`src/rtl/mul_mant_seq.sv`:
```
// Sequential radix-2 shift-add mantissa multiplier.
// Produces the unsigned SIZE_PROD-bit product of two SIZE_MANT-bit mantissas
// together with its leading-zero count, for use by the normalisation shifter.
// Latency is fixed at SIZE_MANT+1 edges from accept to o_valid.
module mul_mant_seq #(
    parameter int SIZE_MANT = 24,
    parameter int SIZE_PROD = 2 * SIZE_MANT,
    parameter int SIZE_LZC  = $clog2(SIZE_PROD)
) (
    input  logic                 i_clk,
    input  logic                 i_rst,
    input  logic                 i_valid,
    output logic                 o_ready,
    input  logic [SIZE_MANT-1:0] i_mant_a,
    input  logic [SIZE_MANT-1:0] i_mant_b,
    output logic                 o_valid,
    input  logic                 i_ready,
    output logic [SIZE_PROD-1:0] o_product,
    output logic [SIZE_LZC-1:0]  o_shift_number,
    output logic                 o_zero
);

    localparam int SIZE_CNT = $clog2(SIZE_MANT + 1);
    localparam logic [SIZE_CNT-1:0] LAST_STEP = SIZE_CNT'(SIZE_MANT - 1);

    typedef enum logic [1:0] {
        IDLE = 2'd0,
        BUSY = 2'd1,
        NORM = 2'd2,
        DONE = 2'd3
    } state_t;

    state_t                state_q,   state_d;
    logic                  ready_q,   ready_d;
    logic                  valid_q,   valid_d;
    logic [SIZE_PROD-1:0]  product_q, product_d;
    logic [SIZE_LZC-1:0]   shift_q,   shift_d;
    logic                  zero_q,    zero_d;
    logic [SIZE_PROD-1:0]  mcand_q,   mcand_d;
    logic [SIZE_MANT-1:0]  mplr_q,    mplr_d;
    logic [SIZE_PROD-1:0]  acc_q,     acc_d;
    logic [SIZE_CNT-1:0]   cnt_q,     cnt_d;

    // Leading zeros counted from the MSB; an all-zero value reports 0 so the
    // downstream shifter leaves a zero product untouched.
    function automatic logic [SIZE_LZC-1:0] count_lz(input logic [SIZE_PROD-1:0] value);
        logic [SIZE_LZC-1:0] n;
        logic                found;
        n     = '0;
        found = 1'b0;
        for (int i = SIZE_PROD - 1; i >= 0; i--) begin
            if (!found) begin
                if (value[i]) begin
                    found = 1'b1;
                end else begin
                    n = n + SIZE_LZC'(1);
                end
            end
        end
        if (!found) begin
            n = '0;
        end
        return n;
    endfunction

    // State, handshake, operand/accumulator and result registers.
    always_ff @(posedge i_clk or posedge i_rst) begin
        if (i_rst) begin
            state_q   <= IDLE;
            ready_q   <= 1'b0;
            valid_q   <= 1'b0;
            product_q <= '0;
            shift_q   <= '0;
            zero_q    <= 1'b0;
            mcand_q   <= '0;
            mplr_q    <= '0;
            acc_q     <= '0;
            cnt_q     <= '0;
        end else begin
            state_q   <= state_d;
            ready_q   <= ready_d;
            valid_q   <= valid_d;
            product_q <= product_d;
            shift_q   <= shift_d;
            zero_q    <= zero_d;
            mcand_q   <= mcand_d;
            mplr_q    <= mplr_d;
            acc_q     <= acc_d;
            cnt_q     <= cnt_d;
        end
    end

    // Next-state logic: accept, one shift-add step per BUSY edge, publish, hold.
    always_comb begin
        state_d   = state_q;
        ready_d   = ready_q;
        valid_d   = valid_q;
        product_d = product_q;
        shift_d   = shift_q;
        zero_d    = zero_q;
        mcand_d   = mcand_q;
        mplr_d    = mplr_q;
        acc_d     = acc_q;
        cnt_d     = cnt_q;

        case (state_q)
            IDLE: begin
                // o_ready comes up one edge after reset release and stays up here.
                ready_d = 1'b1;
                if (i_valid && ready_q) begin
                    mcand_d = SIZE_PROD'(i_mant_a);
                    mplr_d  = i_mant_b;
                    acc_d   = '0;
                    cnt_d   = '0;
                    ready_d = 1'b0;
                    state_d = BUSY;
                end
            end
            BUSY: begin
                // Product of two SIZE_MANT-bit values fits SIZE_PROD bits, so no carry out.
                if (mplr_q[0]) begin
                    acc_d = acc_q + mcand_q;
                end
                mcand_d = mcand_q << 1;
                mplr_d  = mplr_q >> 1;
                cnt_d   = cnt_q + SIZE_CNT'(1);
                if (cnt_q == LAST_STEP) begin
                    state_d = NORM;
                end
            end
            NORM: begin
                product_d = acc_q;
                zero_d    = (acc_q == '0);
                shift_d   = count_lz(acc_q);
                valid_d   = 1'b1;
                state_d   = DONE;
            end
            DONE: begin
                // Result stays frozen until the consumer takes it; no accept on this edge.
                if (i_ready) begin
                    valid_d = 1'b0;
                    ready_d = 1'b1;
                    state_d = IDLE;
                end
            end
            default: begin
                state_d = IDLE;
            end
        endcase
    end

    assign o_ready        = ready_q;
    assign o_valid        = valid_q;
    assign o_product      = product_q;
    assign o_shift_number = shift_q;
    assign o_zero         = zero_q;

endmodule

```
`config.mk`:
```
export PLATFORM = sky130hd
export DESIGN_NAME = mul_mant_seq
export DESIGN_NICKNAME = d
export VERILOG_FILES = /design/src/rtl/mul_mant_seq.sv
export SDC_FILE = /design/constraint.sdc
export NUM_CORES = 1
export LEC_CHECK = 0
export CORE_UTILIZATION = 45
export CTS_CLUSTER_SIZE = 16
export DETAILED_ROUTE_END_ITERATION = 7
export DONT_BUFFER_PORTS = 1
export PLACE_DENSITY = 0.6
export SYNTH_ARGS = -nofsm -noshare
export SYNTH_HDL_FRONTEND = slang
export SYNTH_SLANG_ARGS = --single-unit
```
`constraint.sdc`:
```
create_clock -name i_clk -period 60.4 [get_ports i_clk]
set_input_delay 6.04 -clock i_clk [delete_from_list [all_inputs] [get_ports i_clk]]
set_output_delay 6.04 -clock i_clk [all_outputs]
set_load 0.005 [all_outputs]
```
==> impl_metrics.json, run 1 <==
{
  "row_count": 66,
  "start_util_pct": 45.8,
  "dieArea_mm2": 0.0339,
  "cts.root.buffer_cell": "clkbuf_16",
  "fin_cells": 2115,
  "die_x_um": 184,
  "slew_headroom_pct": 24.6,
  "clk_latency_ns": 0.44,
  "antenna_found_initial": 4,
  "path_class": "reg2reg",
  "ys_seq_area_share_pct": 30.9,
  "io_buffers": 0,
  "cts_sinks": 184,
  "final_cell_mix": "nand2_1, dfrtp_1, o21ai_0, nor2_1, a21oi_1",
  "netlist_instances": 1703,
  "rsz0062_at_grt": "false",
  "synth_seq_cells": 184,
  "cp-startpoint": "acc_q[47]",
  "wl_per_cell_um": 17.2,
  "finalHoldViolCount": 0,
  "period_share_pct": 40.4,
  "cts_tree": "built",
  "core-area_mm2": 0.0325,
  "hold_slack_ns": 0.480,
  "crit_path_end": "o_shift_number[4]",
  "setup_ws_ns": 35.99,
  "status": "completed",
  "post-place-ws_ns": 36.45,
  "vias_per_cell": 5.68,
  "max_cap_viol_count": 0,
  "skew_ns": 0.0130,
  "reg2reg_slack_ns": 35.99,
  "grt_pass1_wl_mm": 60.1,
  "cts_resized": 0,
  "crit_slowest_cell": "a221oi_1",
  "place_congestion": 0.880,
  "synth.distinct_cells": 86,
  "reg2reg_depth": 122,
  "ios": 109,
  "synth-main-ff-cell": "dfrtp_1",
  "startpoint_type": "flop",
  "final_nets": 1806,
  "worst_slew_pin_slew_ns": 1.13,
  "yosys.area.top_type": "dfrtp_1",
  "setup-violations-final": 0,
  "min_period_ns": 24.41,
  "synthArstFlopShare_pct": 100,
  "synth_edf_count": 0,
  "dp_cells": 2081,
  "overflow": 0,
  "num_vias": 12005,
  "worstSetupEndpointType": "flop",
  "cpMostUsedCell": "ha_1",
  "r2r_start": "acc_q[47]",
  "drc_errors": 0,
  "grt_max_degree": 121,
  "cp.arrival_ns": 24.70,
  "maxSlewViolCount": 0,
  "fmax_mhz": 41.0,
  "drt_wl_total_mm": 36.3,
  "final_common_cell": "nand2_1",
  "grt_use_total_pct": 22.2,
  "first_pass_iters": 5,
  "holdBufCountCts": 0,
  "reg2reg_to": "o_shift_number[4]",
  "post_cts_buffers": 0,
  "synth_nets": 1851,
  "netlist_area_mm2": 0.0149,
  "drive_gt1_share_pct": 9.10,
  "first_iter_violations": 853,
  "syn_avg_cell_area_um2": 8.75,
  "clkTransAtPathRegs_ns": 0.07,
  "path_max_fanout": 9,
  "cp.required_ns": 60.69,
  "first_global_vias": 11614,
  "area_growth_pct": 6.64,
  "antenna_left": 0,
  "cts_buffers": 17,
  "synth.area.top_cells": "dfrtp_1, ha_1, o21ai_0",
  "max_stage_delay_ns": 0.75,
  "cts_max_path_buffers": 2,
  "h-tree-depth": 4,
  "hp-class": "reg2reg",
  "dp_hpwl_mm": 26.7,
  "synth_top_area_share_pct": 30.9,
  "dieHeight_um": 184,
  "setup_tns_ns": 0,
  "yosysWarnings": 0
}
==> per-layer routing <==
metal / track usage, % / up-vias / routed length, um
li1: - / 6000 / -
met1: 30.9 / 5674 / 17700
met2: 34.7 / 278 / 15900
met3: 4.48 / 51 / 1970
met4: 6.43 / 2 / 673
met5: 0 / - / 13
==> registers in the layout, summed over array words and instances (netlist names) <==
signal	flops
acc_q	48
cnt_q	5
mcand_q	48
mplr_q	24
o_product	48
o_ready	1
o_shift_number	6
o_valid	1
o_zero	1
state_q	2
==> kinds of logic after synthesis <==
family          share of synthesized area, %
compound gates                          18.6
xor+xnor                                11.2
fa+ha+maj                               8.11
buf+inv                                 3.31
flops                                   30.9
mux                                     9.94
simple gates                            17.9
==> area by class of cell <==
type	count	area, um2
diodes	2	5.00
fillers	3090	16600
repair buffers	5	37.5
flip-flops and latches	184	4600
clock buffers	18	429
multi-input cells	1390	9850
inverters	60	233
well taps	442	553
clock inverters	14	188
==> critical path: cells and delay by family (launching register included) <==
| family | cells | cell delay, ns |
|---|---|---|
| buf+inv | 4 | 0.34 |
| fa+ha+maj | 23 | 6.90 |
| compound gates | 48 | 8.79 |
| xor+xnor | 7 | 1.05 |
| simple gates | 24 | 4.01 |
| mux | 16 | 2.65 |
| flops | 1 | 0.47 |
==> how the worst min path moves through the flow <==
stage                    start         end  cells past startpoint
finish               mplr_q[5]   mplr_q[5]                      2
global route        mplr_q[16]  mplr_q[16]                      2
CTS                 mplr_q[16]  mplr_q[16]                      2
detailed placement   mplr_q[5]   mplr_q[5]                      2
global placement    mplr_q[11]  mplr_q[11]                      2
floorplan           mplr_q[10]  mplr_q[10]                      2
==> cells in the mapped netlist, types with 5 or more instances <==
library cell	instances
a22o_1	35
nand3b_1	6
and3_1	8
a22oi_1	5
inv_1	60
o21ai_1	6
xnor2_1	82
a21o_1	21
nand2_1	205
ha_1	95
a211oi_1	15
nand3_1	34
a21oi_1	99
nand4_1	11
buf_1	5
nor2_1	125
a31oi_1	6
a211o_1	5
nor2b_1	22
o21a_1	13
o22ai_1	10
o31ai_1	9
o211ai_1	6
or4_1	8
xor2_1	55
nor4_1	8
o221ai_1	6
nor3b_1	7
dfrtp_1	184
mux2i_1	69
mux2_2	64
o21bai_1	12
or3_1	8
o21ai_0	156
and2_1	19
nand2b_1	30
nor3_1	33
clkbuf_1	62
xnor2_2	7
or2_2	6
==> through the flow <==
stage	instance area [um2]	util, %
final	15900	48.9
after global routing	15900	48.8
after CTS	15900	48.8
after detailed placement	15300	47.0
after global placement	15300	47.0
after floorplan	14900	-
Power of run 1 is left out: the tool's default activity adds up to more than one toggle a clock period on the data nets, which glitch-free logic cannot reach.
==> inputs of run 2 (changes only) <==
- PLACE_DENSITY: 0.6 -> 0.62
- clock period: 60.4 -> 21.7 ns (I/O delays scaled with it)
==> run 2 against run 1 <==
Net effect: count of clock-buffer cells in the layout stayed put; non-clock buffer count is 60 higher; utilization is 2.6 points higher; global-route usage is 0.13 points lower; sequential cell count stayed put; critical path depth is 3 higher; first-iteration DRC count is 15% lower; die area stayed put; maximum frequency is 16% higher; largest cell class unchanged; final area is 5.3% higher; sequential share of layout area is 1.5 points lower; final cell count is 2.9% higher.
==> impl_metrics.json, run 2 (synthesis gave the netlist of run 1 again) <==
{
  "status": "completed",
  "hp-class": "reg2reg",
  "dieArea_mm2": 0.0339,
  "finalHoldViolCount": 0,
  "holdBufCountCts": 0,
  "grt_pass1_wl_mm": 60.1,
  "final_nets": 1866,
  "final_cell_mix": "nand2_1, dfrtp_1, o21ai_0, nor2_1, a21oi_1",
  "slew_headroom_pct": 25.0,
  "wl_per_cell_um": 17.2,
  "min_period_ns": 20.97,
  "maxSlewViolCount": 0,
  "grt_max_degree": 121,
  "start_util_pct": 45.8,
  "startpoint_type": "flop",
  "io_buffers": 0,
  "path_max_fanout": 5,
  "rsz0062_at_grt": "true",
  "ios": 109,
  "grt_use_total_pct": 22.1,
  "cpMostUsedCell": "ha_1",
  "drc_errors": 0,
  "cts_buffers": 17,
  "skew_ns": 0.0153,
  "area_growth_pct": 12.3,
  "path_class": "reg2reg",
  "worstSetupEndpointType": "flop",
  "hold_slack_ns": 0.483,
  "drt_wl_total_mm": 37.4,
  "final_common_cell": "nand2_1",
  "drive_gt1_share_pct": 15.9,
  "max_stage_delay_ns": 0.53,
  "dp_hpwl_mm": 26.6,
  "row_count": 66,
  "first_global_vias": 11820,
  "worst_slew_pin_slew_ns": 1.12,
  "setup_tns_ns": 0,
  "first_iter_violations": 721,
  "fillers": 3035,
  "first_pass_iters": 5,
  "h-tree-depth": 4,
  "cts_tree": "built",
  "overflow": 0,
  "setup-violations-final": 0,
  "fmax_mhz": 47.7,
  "die_x_um": 184,
  "num_vias": 12383,
  "dieHeight_um": 184,
  "antenna_left": 0,
  "max_cap_viol_count": 0,
  "clk_latency_ns": 0.46,
  "cts_max_path_buffers": 2,
  "vias_per_cell": 5.69,
  "cts_sinks": 184,
  "antenna_found_initial": 5,
  "period_share_pct": 96.7,
  "place_congestion": 0.886,
  "cp.arrival_ns": 21.28,
  "cp.required_ns": 22.00,
  "cts.root.buffer_cell": "clkbuf_16",
  "clkTransAtPathRegs_ns": 0.08,
  "crit_slowest_cell": "or4_4",
  "core-area_mm2": 0.0325
}
==> run 2: cell types whose count changed in the layout (fill, tap and decap cells not counted), moves of 5 or more <==
cell	before	now
o21ai_1	5	16
o21ai_0	156	140
ha_1	93	81
inv_1	59	54
a21oi_2	4	11
a21oi_1	98	87
ha_4	1	12
o21ai_2	0	5
buf_4	5	64
==> run 2: critical path: cells and delay by family (launching register included) <==
family / cells / cell delay [ns]
multiplexers: 16 / 2.60
adder cells (fa/ha/maj): 20 / 5.42
AND/OR/NAND/NOR: 28 / 3.64
flip-flops: 1 / 0.38
AO/OA/AOI/OAI: 50 / 7.41
XOR/XNOR: 7 / 1.14
buffers and inverters: 4 / 0.22
==> run 2: path summary, 6_finish.rpt <==
| kind | startpoint | to | slack (ns) | depth (start not counted) |
|---|---|---|---|---|
| worst max-delay path | acc_q[44] | o_shift_number[4] | 0.73 | 125 |
| worst min-delay path | mplr_q[10] | mplr_q[10] | 0.48 | 2 |
| worst max register to register | acc_q[44] | o_shift_number[4] | 0.73 | 125 |
| worst min register to register | mplr_q[10] | mplr_q[10] | 0.48 | 2 |
| max in group asynchronous | i_rst | o_product[14] | 18.51 | 2 |
| min in group asynchronous | i_rst | acc_q[45] | 1.73 | 1 |
==> run 2: per-stage QoR <==
step                worst slack (ns)  cells  util (%)  area (um2)
detailed placement            -0.607   2104      47.5       15400
global route                  -0.509   2174      51.4       16700
global placement               0.129   2104      47.5       15400
floorplan                      0.372   1703         -       14900
finish                         0.725   2177      51.5       16700
CTS                          0.00446   2148      49.6       16100
==> run 2: area by class of cell <==
type	count	area, um2	share of cell area [%]
clock inverters	14	131	0.785
flip-flops and latches	184	4610	27.5
well taps	442	553	3.30
repair buffers	65	492	2.94
inverters	60	235	1.40
diodes	4	10.0	0.0598
clock buffers	18	439	2.62
multi-input cells	1390	10300	61.4
==> run 2: layer usage <==
layer | up-vias | global-route usage [%] | share of wire, %
li1 | 6139 | - | -
met1 | 5928 | 30.2 | 48
met2 | 279 | 34.9 | 45
met3 | 37 | 4.50 | 5.1
met4 | 0 | 6.57 | 1.5
met5 | - | 0 | 0
==> run 2: timing repair <==
action,CTS,global route
resized for setup,9,89
setup buffers,12,25
endpoints found under the setup margin,2,5
pin swaps,5,75
cloned,0,0
Power of run 2 is left out for the same reason.
==> inputs of run 3 (changes only) <==
- BUFFER_PORTS_ARGS: default -> -buffer_cell sky130_fd_sc_hd__buf_2
- DONT_BUFFER_PORTS: 1 -> default
- PLACE_DENSITY: 0.62 -> 0.65
==> run 3 against run 2 <==
Net effect: clock skew is 0.0033 ns higher; sequential cell count is the same; worst hold slack got worse by 0.0017 ns.
==> impl_metrics.json, run 3 (synthesis gave the netlist of run 1 again) <==
{
  "hold_slack_ns": 0.482,
  "grt_use_total_pct": 22.3,
  "dp_hpwl_mm": 26.8,
  "grt_pass1_wl_mm": 61.0,
  "cts_sinks": 184,
  "wl_per_cell_um": 16.3,
  "cts_max_path_buffers": 2,
  "io_buffers": 108,
  "crit_slowest_cell": "or4_4",
  "worstSetupEndpointType": "flop",
  "dieHeight_um": 184,
  "drive_gt1_share_pct": 20.2,
  "clk_latency_ns": 0.46,
  "final_common_cell": "nand2_1",
  "final_cell_mix": "nand2_1, dfrtp_1, o21ai_0, nor2_1, buf_2",
  "holdBufCountCts": 0,
  "drc_errors": 0,
  "max_cap_viol_count": 0,
  "post-place-ws_ns": -0.574,
  "maxSlewViolCount": 0,
  "first_global_vias": 12239,
  "finalHoldViolCount": 0,
  "vias_per_cell": 5.59,
  "first_pass_iters": 7,
  "dp_cells": 2218,
  "antenna_found_initial": 4,
  "cp.arrival_ns": 21.26,
  "area_growth_pct": 15.1,
  "cp.required_ns": 21.99,
  "path_max_fanout": 5,
  "dieArea_mm2": 0.0339,
  "max_stage_delay_ns": 0.54,
  "skew_ns": 0.0186,
  "final_nets": 1973,
  "cts_buffers": 17,
  "ios": 109,
  "min_period_ns": 20.96,
  "grt_max_degree": 129,
  "worst_slew_pin_slew_ns": 1.12,
  "overflow": 0,
  "period_share_pct": 96.6,
  "rsz0062_at_grt": "true",
  "cts.root.buffer_cell": "clkbuf_16",
  "num_vias": 12759,
  "place_congestion": 0.882,
  "clkTransAtPathRegs_ns": 0.08,
  "setup_ws_ns": 0.739,
  "die_x_um": 184,
  "h-tree-depth": 4,
  "hp-class": "reg2reg",
  "fin_cells": 2281,
  "setup-violations-final": 0,
  "slew_headroom_pct": 25.5,
  "status": "completed",
  "antenna_left": 0,
  "cts_tree": "built",
  "path_class": "reg2reg",
  "first_iter_violations": 770,
  "core-area_mm2": 0.0325,
  "start_util_pct": 45.8,
  "fmax_mhz": 47.7,
  "setup_tns_ns": 0,
  "startpoint_type": "flop",
  "drt_wl_total_mm": 37.2,
  "cp_top_family": "compound AO/OA/AOI/OAI gates",
  "worst-path-buf-inv": 5,
  "row_count": 66
}
==> run 3: changes by cell type in the layout (fill, tap and decap cells not counted), sizes merged <==
cell | previous run | this run
buf | 65 | 172
diode | 4 | 1
clkinv | 3 | 5
clkbuf | 18 | 17
inv | 69 | 68
==> run 3: worst paths after layout <==
check | from | endpoint | slack, ns | depth (start not counted)
setup / recovery | acc_q[45] | o_shift_number[4] | 0.74 | 125
hold / removal | mplr_q[1] | mplr_q[1] | 0.48 | 2
setup reg to reg | acc_q[45] | o_shift_number[4] | 0.74 | 125
hold reg to reg | mplr_q[1] | mplr_q[1] | 0.48 | 2
max in group asynchronous | i_rst | o_product[18] | 18.46 | 3
min in group asynchronous | i_rst | mcand_q[47] | 1.91 | 2
==> run 3: area by class of cell <==
type / instances / area (um2)
diodes: 1 / 2.50
clock buffers: 17 / 425
clock inverters: 15 / 153
fillers: 3038 / 15400
inverters: 60 / 233
multi-input cells: 1390 / 10200
flip-flops and latches: 184 / 4610
well taps: 442 / 553
repair buffers: 172 / 1020
==> run 3: repair_timing <==
action,4_1_cts,5_1_grt
gates resized for setup,9,66
gates cloned,0,0
hold endpoints to repair,0,0
pin swaps,4,70
setup endpoints to repair,1,5
setup buffers,7,23
==> run 3: tightest hold or removal path, delay by kind of cell (launching register included) <==
kind,cells,cell delay [ns]
DFF,1,0.34
AOI/OAI and AO/OA,1,0.06
and+or+nand+nor,1,0.04
==> run 3: metal layers <==
layer / wire [um] / vias up / global-route usage [%]
met5: 39 / - / 0
met4: 625 / 6 / 6.83
met3: 1580 / 45 / 3.72
met2: 16900 / 259 / 35.5
met1: 18000 / 6097 / 30.7
li1: - / 6352 / -
==> run 3: metrics by stage <==
step                      area (um2)  utilization (%)
after floorplan                14900                -
after global placement         16000             49.3
after detailed placement       16000             49.3
after CTS                      16700             51.3
after global routing           17200             52.7
final                          17200             52.8
Power of run 3 is left out for the same reason.
